[config.mk]
export PLATFORM = sky130hd
export DESIGN_NAME = frame_streamer_flat
export DESIGN_NICKNAME = d
export VERILOG_FILES = /design/src/rtl/cnn_pkg.sv /design/src/rtl/frame_streamer_if.sv /design/src/rtl/frame_ram.sv /design/src/rtl/frame_streamer.sv /design/src/flat_wrapper.sv
export SDC_FILE = /design/constraint.sdc
export NUM_CORES = 1
export LEC_CHECK = 0
export ABC_CLOCK_PERIOD_IN_PS = 2850
export CAP_MARGIN = 20
export CORE_ASPECT_RATIO = 2
export CORE_UTILIZATION = 35
export CTS_CLUSTER_SIZE = 28
export DETAILED_ROUTE_END_ITERATION = 10
export DONT_BUFFER_PORTS = 1
export PLACE_DENSITY = 0.56
export SETUP_SLACK_MARGIN = 0.5
export SLEW_MARGIN = 40
export SYNTH_ARGS = -nofsm -noshare
export SYNTH_HDL_FRONTEND = slang
export SYNTH_SLANG_ARGS = --single-unit
[constraint.sdc]
create_clock -name clk -period 2.85 [get_ports clk]
set_clock_uncertainty 0.15 [all_clocks]
set_input_delay 0.285 -clock clk [delete_from_list [all_inputs] [get_ports clk]]
set_output_delay 0.285 -clock clk [all_outputs]
set_load 0.01 [all_outputs]
[src/rtl/cnn_pkg.sv]
// Shared frame geometry, streamer state encoding and a counter-width helper.
package cnn_pkg;

    localparam int DATA_W = 8;
    localparam int IMG_W  = 8;
    localparam int IMG_H  = 8;
    localparam int ADDR_W = $clog2(IMG_W * IMG_H);

    typedef enum logic [1:0] {
        IDLE   = 2'd0,
        STREAM = 2'd1,
        GAP    = 2'd2,
        DONE   = 2'd3
    } stream_state_e;

    // Width able to hold 0..n-1, never less than one bit.
    function automatic int cnt_w(input int n);
        return (n > 1) ? $clog2(n) : 1;
    endfunction

endpackage

[src/rtl/frame_streamer_if.sv]
// Frame-buffer write port, stream control and pixel stream toward the accelerator.
interface frame_streamer_if #(
    parameter int DATA_W = cnn_pkg::DATA_W,
    parameter int ADDR_W = cnn_pkg::ADDR_W
) ();

    logic                     wr_en;
    logic [ADDR_W-1:0]        wr_addr;
    logic signed [DATA_W-1:0] wr_data;
    logic                     start;
    logic                     abort;
    logic                     out_valid;
    logic signed [DATA_W-1:0] pixel_out;
    logic                     busy;
    logic                     done;

    modport master (
        output wr_en, wr_addr, wr_data, start, abort,
        input  out_valid, pixel_out, busy, done
    );

    modport slave (
        input  wr_en, wr_addr, wr_data, start, abort,
        output out_valid, pixel_out, busy, done
    );

endinterface

[src/rtl/frame_ram.sv]
// Frame storage: one write port and a registered read port; contents are never reset.
module frame_ram #(
    parameter int DATA_W = 8,
    parameter int DEPTH  = 64,
    parameter int ADDR_W = 6
) (
    input  logic              clk,
    input  logic              i_we,
    input  logic [ADDR_W-1:0] i_waddr,
    input  logic [DATA_W-1:0] i_wdata,
    input  logic [ADDR_W-1:0] i_raddr,
    output logic [DATA_W-1:0] o_rdata
);

    logic [DATA_W-1:0] r_mem [DEPTH];
    logic [DATA_W-1:0] r_rdata;

    always_ff @(posedge clk) begin
        if (i_we) begin
            r_mem[i_waddr] <= i_wdata;
        end
        r_rdata <= r_mem[i_raddr];
    end

    assign o_rdata = r_rdata;

endmodule

[src/rtl/frame_streamer.sv]
// Streams the stored frame in raster order through a two-stage read pipeline.
//  state  | meaning
//  IDLE   | buffer writable, waiting for start
//  STREAM | issuing row reads; after the last read, draining the pipeline
//  GAP    | LINE_GAP idle cycles between rows
//  DONE   | one-cycle frame-complete pulse
module frame_streamer #(
    parameter int DATA_W   = cnn_pkg::DATA_W,
    parameter int IMG_W    = cnn_pkg::IMG_W,
    parameter int IMG_H    = cnn_pkg::IMG_H,
    parameter int LINE_GAP = 0
) (
    input  logic            clk,
    input  logic            rst,
    frame_streamer_if.slave bus
);
    import cnn_pkg::*;

    localparam int NPIX  = IMG_W * IMG_H;
    localparam int COL_W = cnt_w(IMG_W);
    localparam int ROW_W = cnt_w(IMG_H);
    localparam int GAP_W = cnt_w(LINE_GAP);

    localparam logic [COL_W-1:0] COL_LAST = COL_W'(IMG_W - 1);
    localparam logic [ROW_W-1:0] ROW_LAST = ROW_W'(IMG_H - 1);
    localparam logic [GAP_W-1:0] GAP_LOAD = (LINE_GAP > 0) ? GAP_W'(LINE_GAP - 1) : '0;

    stream_state_e            r_state;
    stream_state_e            w_next;
    logic [COL_W-1:0]         r_col;
    logic [ROW_W-1:0]         r_row;
    logic [ADDR_W-1:0]        r_addr;
    logic                     r_issued_all;
    logic [GAP_W-1:0]         r_gap_cnt;
    logic                     r_v1;
    logic                     r_last1;
    logic                     r_out_valid;
    logic                     r_out_last;
    logic signed [DATA_W-1:0] r_pixel;

    logic              w_issue;
    logic              w_row_end;
    logic              w_frame_end;
    logic              w_abort;
    logic              w_active;
    logic              w_wr_ok;
    logic [DATA_W-1:0] w_rd_data;

    assign w_active    = (r_state == STREAM) || (r_state == GAP);
    assign w_issue     = (r_state == STREAM) && !r_issued_all;
    assign w_row_end   = w_issue && (r_col == COL_LAST);
    assign w_frame_end = w_row_end && (r_row == ROW_LAST);
    assign w_abort     = bus.abort && w_active;
    assign w_wr_ok     = bus.wr_en && (r_state == IDLE) &&
                         ({1'b0, bus.wr_addr} < (ADDR_W + 1)'(NPIX));

    frame_ram #(
        .DATA_W (DATA_W),
        .DEPTH  (NPIX),
        .ADDR_W (ADDR_W)
    ) u_ram (
        .clk     (clk),
        .i_we    (w_wr_ok),
        .i_waddr (bus.wr_addr),
        .i_wdata (bus.wr_data),
        .i_raddr (r_addr),
        .o_rdata (w_rd_data)
    );

    always_ff @(posedge clk or posedge rst) begin
        if (rst) begin
            r_state <= IDLE;
        end else begin
            r_state <= w_next;
        end
    end

    // Frame completion is taken from the output stage so DONE follows the last visible pixel.
    always_comb begin
        w_next = r_state;
        unique case (r_state)
            IDLE: begin
                if (bus.start) w_next = STREAM;
            end
            STREAM: begin
                if (w_abort) begin
                    w_next = IDLE;
                end else if (r_out_last) begin
                    w_next = DONE;
                end else if (w_row_end && !w_frame_end && (LINE_GAP > 0)) begin
                    w_next = GAP;
                end
            end
            GAP: begin
                if (w_abort) begin
                    w_next = IDLE;
                end else if (r_gap_cnt == '0) begin
                    w_next = STREAM;
                end
            end
            DONE: begin
                w_next = IDLE;
            end
            default: begin
                w_next = IDLE;
            end
        endcase
    end

    always_ff @(posedge clk or posedge rst) begin
        if (rst) begin
            r_col        <= '0;
            r_row        <= '0;
            r_addr       <= '0;
            r_issued_all <= 1'b0;
            r_gap_cnt    <= '0;
        end else if (w_abort || !w_active) begin
            r_col        <= '0;
            r_row        <= '0;
            r_addr       <= '0;
            r_issued_all <= 1'b0;
            r_gap_cnt    <= '0;
        end else begin
            if (w_issue) begin
                r_addr <= r_addr + 1'b1;
                if (w_row_end) begin
                    r_col <= '0;
                    if (w_frame_end) begin
                        r_issued_all <= 1'b1;
                    end else begin
                        r_row <= r_row + 1'b1;
                    end
                end else begin
                    r_col <= r_col + 1'b1;
                end
            end
            if ((r_state == STREAM) && (w_next == GAP)) begin
                r_gap_cnt <= GAP_LOAD;
            end else if (r_state == GAP) begin
                r_gap_cnt <= r_gap_cnt - 1'b1;
            end
        end
    end

    always_ff @(posedge clk or posedge rst) begin
        if (rst) begin
            r_v1        <= 1'b0;
            r_last1     <= 1'b0;
            r_out_valid <= 1'b0;
            r_out_last  <= 1'b0;
            r_pixel     <= '0;
        end else if (w_abort) begin
            r_v1        <= 1'b0;
            r_last1     <= 1'b0;
            r_out_valid <= 1'b0;
            r_out_last  <= 1'b0;
            r_pixel     <= '0;
        end else begin
            r_v1        <= w_issue;
            r_last1     <= w_frame_end;
            r_out_valid <= r_v1;
            r_out_last  <= r_v1 && r_last1;
            r_pixel     <= r_v1 ? w_rd_data : '0;
        end
    end

    assign bus.out_valid = r_out_valid;
    assign bus.pixel_out = r_pixel;
    assign bus.busy      = w_active;
    assign bus.done      = (r_state == DONE);

endmodule

[src/flat_wrapper.sv]
// flat-port wrapper written by rule: the top's interface ports become plain ports
module frame_streamer_flat import cnn_pkg::*;
#(
    parameter int DATA_W   = cnn_pkg::DATA_W,
    parameter int IMG_W    = cnn_pkg::IMG_W,
    parameter int IMG_H    = cnn_pkg::IMG_H,
    parameter int LINE_GAP = 0
)
  (clk, rst, bus_wr_en, bus_wr_addr, bus_wr_data, bus_start, bus_abort, bus_out_valid, bus_pixel_out, bus_busy, bus_done);
  frame_streamer_if #(.DATA_W(DATA_W)) bus_i ();
  input  logic clk;
  input  logic rst;
  input wire logic [$bits(bus_i.wr_en)-1:0] bus_wr_en;
  input wire logic [$bits(bus_i.wr_addr)-1:0] bus_wr_addr;
  input wire logic [$bits(bus_i.wr_data)-1:0] bus_wr_data;
  input wire logic [$bits(bus_i.start)-1:0] bus_start;
  input wire logic [$bits(bus_i.abort)-1:0] bus_abort;
  output wire logic [$bits(bus_i.out_valid)-1:0] bus_out_valid;
  output wire logic [$bits(bus_i.pixel_out)-1:0] bus_pixel_out;
  output wire logic [$bits(bus_i.busy)-1:0] bus_busy;
  output wire logic [$bits(bus_i.done)-1:0] bus_done;
  assign bus_i.wr_en = bus_wr_en;
  assign bus_i.wr_addr = bus_wr_addr;
  assign bus_i.wr_data = bus_wr_data;
  assign bus_i.start = bus_start;
  assign bus_i.abort = bus_abort;
  assign bus_out_valid = bus_i.out_valid;
  assign bus_pixel_out = bus_i.pixel_out;
  assign bus_busy = bus_i.busy;
  assign bus_done = bus_i.done;
  frame_streamer #(.DATA_W(DATA_W), .IMG_W(IMG_W), .IMG_H(IMG_H), .LINE_GAP(LINE_GAP)) u_core (.clk(clk), .rst(rst), .bus(bus_i));
endmodule
==> results.json, run 1 <==
{
  "worstMarginPinSlew_ns": 0.664,
  "yosys.area_share.simple_pct": 4.02,
  "start_kind": "flip-flop",
  "synth_cells": 1075,
  "critPathKind": "flip-flop to flip-flop",
  "drt_iter0_markers": 803,
  "num-nets-final": 1254,
  "max_slew_margin_pct": 55.6,
  "synth_top_family_by_area": "multiplexers",
  "path_cells": "buf_12, buf_12, mux4_2, mux4_2, a21oi_2, a221oi_2",
  "synth-adder-area-share_pct": 0.584,
  "grt_pass1_vias": 11300,
  "slowest_delay_ns": 0.60,
  "initial_core_util_pct": 35.6,
  "power_leakage_nw": 8.06,
  "syn_area_mm2": 0.0214,
  "crit_slowest_cell": "mux4_2",
  "port_buffers": 0,
  "routed_wl_mm": 54.4,
  "hold_violations": 0,
  "power_mw": 17.7,
  "synth_xor_area_share_pct": 0.204,
  "numCtsBuffers": 45,
  "synth-seq-area-share_pct": 75.8,
  "setup_tns_ns": 0,
  "htree_num_levels": 2,
  "mappedNetlistNets": 1104,
  "synth_flop_cell": "edfxtp_1",
  "core-area_mm2": 0.0602,
  "hold_path.class": "primary input to asynchronous set/reset pin",
  "hpwl_mm": 35.8,
  "drc": 0,
  "crit_path_end_kind": "flip-flop",
  "crit_family": "multiplexers",
  "yosysUniqueCellTypes": 49,
  "synth.top_cell.area_share_pct": 71.8,
  "grt_pass1_wl_mm": 77.0,
  "final_cell_mix": "512 x edfxtp_1, 114 x buf_4, 111 x mux4_2",
  "timing.final.crit_share_pct": 83.1,
  "cp.buffers_inverters": 2,
  "setup_violations": 0,
  "vias": 10600,
  "maxCapViolations": 0,
  "cp_max_fo": 8,
  "arrival_ns": 2.66,
  "power_density_mw_per_mm2": 698,
  "worstReg2RegStart": "u_core.r_addr[0]$_DFFE_PP0P_",
  "drtAntennaViolNets": 0,
  "syn_to_final_growth_pct": 18.4,
  "fmax_mhz": 422,
  "avgSynthCellArea_um2": 19.9,
  "gp_congestion": 0.873,
  "yosysWarnings": 0,
  "clock_tree.buffer_depth": 3,
  "wl_per_cell_um": 26.7,
  "fp.dieH_um": 352,
  "synth_edf_count": 512,
  "ys_ff_latch": 548,
  "die_area_mm2": 0.0623,
  "clk_pin_slew_ns": 0.07,
  "crit_start": "u_core.r_addr[0]$_DFFE_PP0P_",
  "grt_max_degree": 65,
  "peakVddDrop_mv": 0.375,
  "synth_compound_area_share_pct": 2.85,
  "clock_sinks": 548,
  "finalMaxSlewViolations": 0,
  "first_pass_iters": 5,
  "drive_gt1_share_pct": 29.9,
  "required_ns": 3.15,
  "cts_tree": "built",
  "status": "finished clean",
  "fin_crit_ns": 2.37,
  "async_flop_share_pct": 5.11,
  "fp-row-count": 127,
  "grt.overflow.total": 0,
  "synth.mux.area_fraction_pct": 14.9,
  "dieWidth_um": 177,
  "layout_commonest_cell": "edfxtp_1",
  "viasPerCell": 5.21,
  "grt_util_all_layers_pct": 17.6,
  "ctsRootBufferMaster": "clkbuf_16",
  "rsz0062_at_grt": "true",
  "synth.area.top_cells": "edfxtp_1 72%, mux4_2 12%, dfrtp_1 3.3%, mux2i_1 2.4%, nor2_1 1.7%",
  "antenna_found_initial": 1,
  "io_pins": 30,
  "clock_latency_ns": 0.57,
  "yosysTopAreaCell": "edfxtp_1"
}
report_power, final:
part	leakage [nW]	switching, mW	internal (mW)
sequential	5.04	0.0944	8.91
combinational	2.29	1.28	1.24
clock	0.721	2.81	3.37
total	8.06	4.18	13.5
through the flow:
stage	instance area, um2	setup slack (ns)	util [%]	hold WS (ns)	cells
floorplan	21400	0.738	-	0.200	1075
global placement	22900	0.255	38.1	0.224	1906
detailed placement	22900	0.261	38.1	0.228	1906
CTS	25000	0.343	41.5	0.0505	2020
global route	25400	0.401	42.1	0.0472	2036
finish	25400	0.483	42.1	0.0344	2036
sequential cells by signal, summed over array words and instances (netlist names):
name and flops:
u_core.bus.out_valid 1, u_core.r_state 2, u_core.r_v1 1, u_core.r_addr 6, u_core.r_out_last 1, u_core.r_col 3, u_core.r_gap_cnt 1, u_core.u_ram.o_rdata 8
u_core.r_row 3, u_core.u_ram.r_mem 512, u_core.r_last1 1, u_core.r_issued_all 1, u_core.bus.pixel_out 8
worst reg2reg max path, delay by kind of cell (launching register included):
| family | cells | cell delay, ns |
|---|---|---|
| AOI/OAI and AO/OA | 2 | 0.18 |
| buffers and inverters | 2 | 0.35 |
| DFF | 1 | 0.44 |
| muxes | 2 | 1.13 |
logic make-up after synthesis:
family / count (synthesis)
multiplexers: 174
adder cells (fa/ha/maj): 10
AND/OR/NAND/NOR: 184
flip-flops: 548
AO/OA/AOI/OAI: 94
buffers and inverters: 60
XOR/XNOR: 5
synth_stat cells, drive strengths merged, types with 2 or more instances:
library cell and count:
or2 3, mux4 114, o22a 6, inv 8, xnor2 3, nand3b 9, nand3 8, nor2b 8
a31oi 2, a21oi 31, mux2i 52, clkbuf 20, edfxtp 512, dfrtp 28, o21ai 5, nand4 7
a221oi 6, buf 32, a22oi 20, or3 9, a2bb2oi 2, nor2 95, ha 10, and2 11
mux2 8, dfxtp 8, nand2 23, nand2b 6, o22ai 18, xor2 2
repair_timing:
item,CTS,global route
pin swaps,0,2
endpoints found under the setup margin,158,256
hold buffers,19,0
gates cloned,1,2
buffers inserted,11,13
resized for setup,29,34
hold endpoints to repair,547,0
cell type report:
class	instances	area, um2
multi-input combinational	467	5040
tap	774	968
antenna	1	2.50
timing repair buffer	155	1610
clock buffer	56	1240
fill	5193	34900
sequential	548	16300
inverter	8	30.0
clock inverter	27	211
final timing paths:
check / end / cells after the start / slack, ns
max: u_core.u_ram.o_rdata[7]$_DFF_P_ / 6 / 0.48
min: u_core.r_addr[4]$_DFFE_PP0P_ / 2 / 0.03
max reg2reg: u_core.u_ram.o_rdata[7]$_DFF_P_ / 6 / 0.48
min reg2reg: u_core.bus.pixel_out[6]$_DFF_PP0_ / 1 / 0.32
max in group asynchronous: u_core.bus.pixel_out[4]$_DFF_PP0_ / 3 / 2.03
min in group clk: u_core.u_ram.r_mem[40][6]$_DFFE_PP_ / 3 / 0.07
metal layers:
metal | vias up | wire length (um) | GRT usage (%)
met5 | - | 0 | 0
met4 | 0 | 3260 | 10.0
met3 | 115 | 1820 | 1.96
met2 | 270 | 31200 | 34.9
met1 | 5562 | 18100 | 17.2
li1 | 4667 | - | -
No activity file was read; power rests on OpenSTA's default activity.
==> inputs of run 2 (changes only) <==
--- a/config.mk
+++ b/config.mk
@@ -5,7 +5,7 @@
 export SDC_FILE = /design/constraint.sdc
 export NUM_CORES = 1
 export LEC_CHECK = 0
-export ABC_CLOCK_PERIOD_IN_PS = 2850
+export ABC_CLOCK_PERIOD_IN_PS = 2200
 export CAP_MARGIN = 20
 export CORE_ASPECT_RATIO = 2
 export CORE_UTILIZATION = 35
==> constraint.sdc (replaced) <==
create_clock -name clk -period 2.2 [get_ports clk]
set_clock_uncertainty 0.15 [all_clocks]
set_input_delay 0.22 -clock clk [delete_from_list [all_inputs] [get_ports clk]]
set_output_delay 0.22 -clock clk [all_outputs]
set_load 0.01 [all_outputs]
==> run 2 against run 1 <==
Compared with the run above: the run now ends with setup timing left; sequential power increased by 30%; first-iteration DRC count fell by 15%; sequential share of layout area fell by 5.6 points; critical endpoint is now u_core.u_ram.o_rdata[6]$_DFF_P_; flip-flop and latch count did not move.
==> results.json, run 2 (synthesized netlist as in run 1, its figures left out) <==
{
  "preCtsSetupSlack_ns": -0.358,
  "holdPathEnd": "u_core.u_ram.r_mem[5][6]$_DFFE_PP_",
  "io_pins": 30,
  "drtAntennaViolNets": 0,
  "finalMaxSlewViolations": 0,
  "worstMarginPinSlew_ns": 0.834,
  "final_area_mm2": 0.0278,
  "num-nets-final": 1334,
  "maxCapViolations": 0,
  "hold_path_startpoint": "bus_wr_addr[2]",
  "path_cells": "buf_12, buf_16, mux4_2, mux4_2, a21oi_2, a221oi_2",
  "start_kind": "flip-flop",
  "antenna_cells": 0,
  "final_cell_mix": "512 x edfxtp_1, 112 x mux4_2, 79 x buf_4",
  "peakVddDrop_mv": 0.538,
  "cpMostUsedCell": "mux4_2",
  "die_area_mm2": 0.0623,
  "initial_core_util_pct": 35.6,
  "hold_violations": 0,
  "place_area_mm2": 0.0235,
  "cp_max_fo": 8,
  "setup_violations": 8,
  "viasPerCell": 5.23,
  "dieWidth_um": 177,
  "htree_num_levels": 2,
  "timing.hold.ws_ns": 0.0796,
  "vias": 11000,
  "hold_path.class": "primary input to flip-flop",
  "core-area_mm2": 0.0602,
  "power_mw": 24.7,
  "violations": "setup timing",
  "power_density_mw_per_mm2": 888,
  "rrSetupSlack_ns": -0.13,
  "grt_pass1_wl_mm": 81.7,
  "fin_crit_ns": 2.33,
  "antenna_found_initial": 0,
  "setup_ws_ns": -0.128,
  "timing.reg2reg.worst_path_depth": 6,
  "timing.rr.end": "u_core.u_ram.o_rdata[6]$_DFF_P_",
  "clock_latency_ns": 0.59,
  "grt_pass1_vias": 12100,
  "regMostFlops": "u_core.u_ram.r_mem",
  "crit_slowest_cell": "mux4_2",
  "grt.overflow.total": 0,
  "max_slew_margin_pct": 44.3,
  "drive_gt1_share_pct": 41.8,
  "routed_wl_mm": 56.6,
  "rsz0062_at_grt": "true",
  "finalCoreUtilization_pct": 46.1,
  "fmax_mhz": 429,
  "nFillCells": 4965,
  "fp.dieH_um": 352,
  "clk_pin_slew_ns": 0.08,
  "crit_path_end_kind": "flip-flop",
  "drt_iter0_markers": 685,
  "min_path_cells": 4,
  "syn_to_final_growth_pct": 29.7,
  "arrival_ns": 2.64,
  "largest_reg_flops": 512,
  "clock_tree.buffer_depth": 3,
  "power_leakage_nw": 8.74,
  "fp-row-count": 127,
  "grt_util_all_layers_pct": 18.6,
  "ctsRootBufferMaster": "clkbuf_16",
  "wl_per_cell_um": 26.8,
  "slowest_delay_ns": 0.56,
  "port_buffers": 0,
  "grt_max_degree": 65,
  "numCtsBuffers": 45,
  "gp_congestion": 0.905,
  "status": "complete, but fails checks",
  "clock_sinks": 548,
  "worstReg2RegStart": "u_core.r_addr[0]$_DFFE_PP0P_",
  "timing.final.crit_share_pct": 106,
  "cts_tree": "built",
  "layout_commonest_cell": "edfxtp_1",
  "hpwl_mm": 36.2,
  "critPathKind": "flip-flop to flip-flop",
  "required_ns": 2.51,
  "first_pass_iters": 5,
  "drc": 0
}
-- run 2: worst max path at each step --
| stage | startpoint | endpoint | depth (start not counted) |
|---|---|---|---|
| after floorplan | u_core.r_addr[0]$_DFFE_PP0P_ | u_core.u_ram.o_rdata[6]$_DFF_P_ | 6 |
| after global placement | u_core.r_addr[0]$_DFFE_PP0P_ | u_core.u_ram.o_rdata[0]$_DFF_P_ | 7 |
| after detailed placement | u_core.r_addr[0]$_DFFE_PP0P_ | u_core.u_ram.o_rdata[0]$_DFF_P_ | 7 |
| after CTS | u_core.r_addr[0]$_DFFE_PP0P_ | u_core.u_ram.o_rdata[7]$_DFF_P_ | 7 |
| after global routing | u_core.r_addr[0]$_DFFE_PP0P_ | u_core.u_ram.o_rdata[7]$_DFF_P_ | 6 |
| final | u_core.r_addr[0]$_DFFE_PP0P_ | u_core.u_ram.o_rdata[6]$_DFF_P_ | 6 |
-- run 2: stage by stage --
| stage | instances | TNS, ns |
|---|---|---|
| finish | 2112 | -0.753 |
| global route | 2112 | -1.19 |
| CTS | 2091 | -0.732 |
| detailed placement | 1906 | -2.05 |
| global placement | 1906 | -2.08 |
| floorplan | 1075 | 0 |
-- run 2: critical path: cells and delay by family (launching register included) --
| kind | cells | cell delay, ns |
|---|---|---|
| buf+inv | 2 | 0.35 |
| flops | 1 | 0.46 |
| mux | 2 | 1.05 |
| compound gates | 2 | 0.18 |
-- run 2: cell type report --
cell class	instances	area [um2]	area share, %
Sequential cell	548	16200	58.5
Multi-Input combinational cell	467	5820	21.0
Timing Repair Buffer	235	3140	11.3
Clock buffer	53	1210	4.35
Tap cell	774	968	3.49
Clock inverter	27	359	1.29
Inverter	8	30.0	0.108
-- run 2: metal layers --
| metal | up-vias | GRT usage [%] | part of all wire (%) | wire, um |
|---|---|---|---|---|
| li1 | 4828 | - | - | - |
| met3 | 142 | 2.20 | 3.5 | 1980 |
| met1 | 5787 | 17.7 | 32 | 18000 |
| met5 | - | 0 | 0 | 0 |
| met2 | 288 | 36.8 | 58 | 33000 |
| met4 | 0 | 11.6 | 6.5 | 3660 |
-- run 2: power by group --
group	leakage, nW	internal [mW]	switching (mW)
sequential	5.04	11.5	0.106
combinational	2.94	2.26	2.05
clock	0.764	4.98	3.73
total	8.74	18.8	5.89
-- run 2: timing repair --
| action | 4_1_cts | 5_1_grt |
|---|---|---|
| endpoints found under the setup margin | 535 | 538 |
| buffers inserted | 79 | 17 |
| pin swaps | 66 | 56 |
| cloned | 4 | 3 |
| gates resized for setup | 175 | 46 |
| hold buffers | 22 | 0 |
| hold endpoints to repair | 562 | 0 |
==> inputs of run 3 (changes only) <==
--- a/config.mk
+++ b/config.mk
@@ -8,11 +8,11 @@
 export ABC_CLOCK_PERIOD_IN_PS = 2200
 export CAP_MARGIN = 20
 export CORE_ASPECT_RATIO = 2
+export CORE_MARGIN = 2
 export CORE_UTILIZATION = 35
 export CTS_CLUSTER_SIZE = 28
 export DETAILED_ROUTE_END_ITERATION = 10
 export DONT_BUFFER_PORTS = 1
-export PLACE_DENSITY = 0.56
 export SETUP_SLACK_MARGIN = 0.5
 export SLEW_MARGIN = 40
 export SYNTH_ARGS = -nofsm -noshare
==> run 3 against run 2 <==
Compared with the run above: die area increased by 1.7%; setup slack got worse by 0.088 ns; core utilization fell by 0.86 points; clock power fell by 10%; the flow finishes with violations (hold timing, setup timing); largest power group unchanged; flip-flop and latch count is the same; global-route usage fell by 1.8 points.
==> results.json, run 3 (synthesized netlist as in run 1, its figures left out) <==
{
  "rsz0062_at_grt": "true",
  "largest_reg_flops": 512,
  "grt_pass1_vias": 11800,
  "hpwl_mm": 34.6,
  "grt_pass1_wl_mm": 77.3,
  "num-nets-final": 1318,
  "fmax_mhz": 414,
  "numCtsBuffers": 42,
  "arrival_ns": 2.72,
  "cts_tree": "built",
  "routed_wl_mm": 52.7,
  "power_mw": 23.5,
  "viasPerCell": 5.20,
  "preCtsSetupSlack_ns": -0.426,
  "fp.dieH_um": 354,
  "setup_ws_ns": -0.217,
  "setup_violations": 8,
  "die_area_mm2": 0.0633,
  "clock_latency_ns": 0.58,
  "maxCapViolations": 0,
  "drt_iter0_markers": 768,
  "critPathKind": "flip-flop to flip-flop",
  "route.top_layer_used": "met4",
  "max_slew_margin_pct": 42.2,
  "worstMarginPinSlew_ns": 0.865,
  "antenna_found_initial": 0,
  "clk_pin_slew_ns": 0.07,
  "regMostFlops": "u_core.u_ram.r_mem",
  "hold_path.class": "primary input to asynchronous set/reset pin",
  "io_pins": 30,
  "peakVddDrop_mv": 0.498,
  "nFillCells": 4949,
  "crit_start": "u_core.r_addr[0]$_DFFE_PP0P_",
  "power_density_mw_per_mm2": 854,
  "layout_commonest_cell": "edfxtp_1",
  "met3WireLength_mm": 1.72,
  "dr_wl_met2_mm": 30.6,
  "crit_path_end_kind": "flip-flop",
  "initial_core_util_pct": 35.3,
  "port_buffers": 0,
  "power_leakage_nw": 8.57,
  "fp-row-count": 128,
  "clock_sinks": 548,
  "grt_max_degree": 65,
  "ctsRootBufferMaster": "clkbuf_16",
  "drc": 0,
  "required_ns": 2.51,
  "antenna_cells": 0,
  "finalMaxSlewViolations": 0,
  "drive_gt1_share_pct": 41.7,
  "htree_num_levels": 2,
  "syn_to_final_growth_pct": 28.3,
  "cp_max_fo": 7,
  "fin_crit_ns": 2.42,
  "grt.overflow.total": 0,
  "gp_congestion": 0.864,
  "final_cell_mix": "512 x edfxtp_1, 113 x mux4_2, 73 x buf_4",
  "core-area_mm2": 0.0607,
  "violations": "hold timing, setup timing",
  "timing.hold.ws_ns": -0.0254,
  "timing.final.crit_share_pct": 110,
  "first_pass_iters": 5,
  "drtAntennaViolNets": 0,
  "dieWidth_um": 179,
  "wl_per_cell_um": 25.1,
  "worstReg2RegStart": "u_core.r_addr[0]$_DFFE_PP0P_",
  "grt_util_all_layers_pct": 16.8,
  "hold_violations": 20,
  "clock_tree.buffer_depth": 3,
  "status": "complete, but fails checks",
  "start_kind": "flip-flop",
  "vias": 10900,
  "drt-met1-wl_mm": 17.4
}
run 3: changes by cell type in the layout (fill, tap and decap cells not counted), sizes merged:
cell / previous run / this run
buf: 219 / 209
clkinvlp: 2 / 6
bufinv: 9 / 5
dlygate4sd3: 13 / 12
clkbuf: 56 / 49
inv: 9 / 10
clkinv: 15 / 13
run 3: worst paths after layout:
check | cells past startpoint | to | slack, ns
max in group asynchronous | 3 | u_core.bus.pixel_out[5]$_DFF_PP0_ | 1.46
worst max-delay path | 9 | u_core.u_ram.o_rdata[3]$_DFF_P_ | -0.22
worst min register to register | 1 | u_core.bus.pixel_out[0]$_DFF_PP0_ | 0.29
min in group clk | 3 | u_core.u_ram.r_mem[50][2]$_DFFE_PP_ | 0.10
worst max register to register | 9 | u_core.u_ram.o_rdata[3]$_DFF_P_ | -0.22
worst min-delay path | 2 | u_core.r_addr[4]$_DFFE_PP0P_ | -0.03
run 3: layer usage:
metal	track usage, %	vias to the layer above
li1	-	4800
met1	16.8	5744
met2	33.0	258
met3	2.00	109
met4	8.78	0
met5	0	-
run 3: critical path, cell delays in order, from the launching register on:
cell	delay [ns]
dfrtp_4	0.52
buf_6	0.13
buf_12	0.14
buf_12	0.14
buf_6	0.12
mux4_2	0.46
a22oi_2	0.25
a21oi_2	0.13
nor2_2	0.17
a22oi_1	0.08
run 3: final cells by class:
type / instances / area, um2 / area share, %
Sequential cell: 548 / 16200 / 59.1
Multi-Input combinational cell: 467 / 5830 / 21.2
Timing Repair Buffer: 222 / 3020 / 11.0
Clock buffer: 48 / 1090 / 3.98
Tap cell: 780 / 976 / 3.55
Clock inverter: 26 / 275 / 1.00
Inverter: 8 / 32.5 / 0.118
run 3: timing repair:
action	in CTS	in global routing
setup endpoints to repair	528	538
pin swaps	83	41
buffers inserted	68	8
gates cloned	3	1
hold endpoints to repair	560	0
gates resized for setup	173	50
hold buffers	20	0
run 3: where the power goes:
part / switching [mW] / total, mW / internal, mW
logic: 1.91 / 4.02 / 2.11
clock network: 3.61 / 7.80 / 4.19
registers: 0.112 / 11.7 / 11.5
run 3: stage by stage:
stage                     util [%]  TNS, ns  area, um2  std cells
final                         45.3    -1.29      27500       2099
after global routing          45.3    -1.71      27500       2099
after CTS                     44.7    -1.25      27200       2088
after detailed placement      39.0    -2.42      23700       1923
after global placement        39.0    -2.43      23700       1923
after floorplan                  -        0      21900       1075
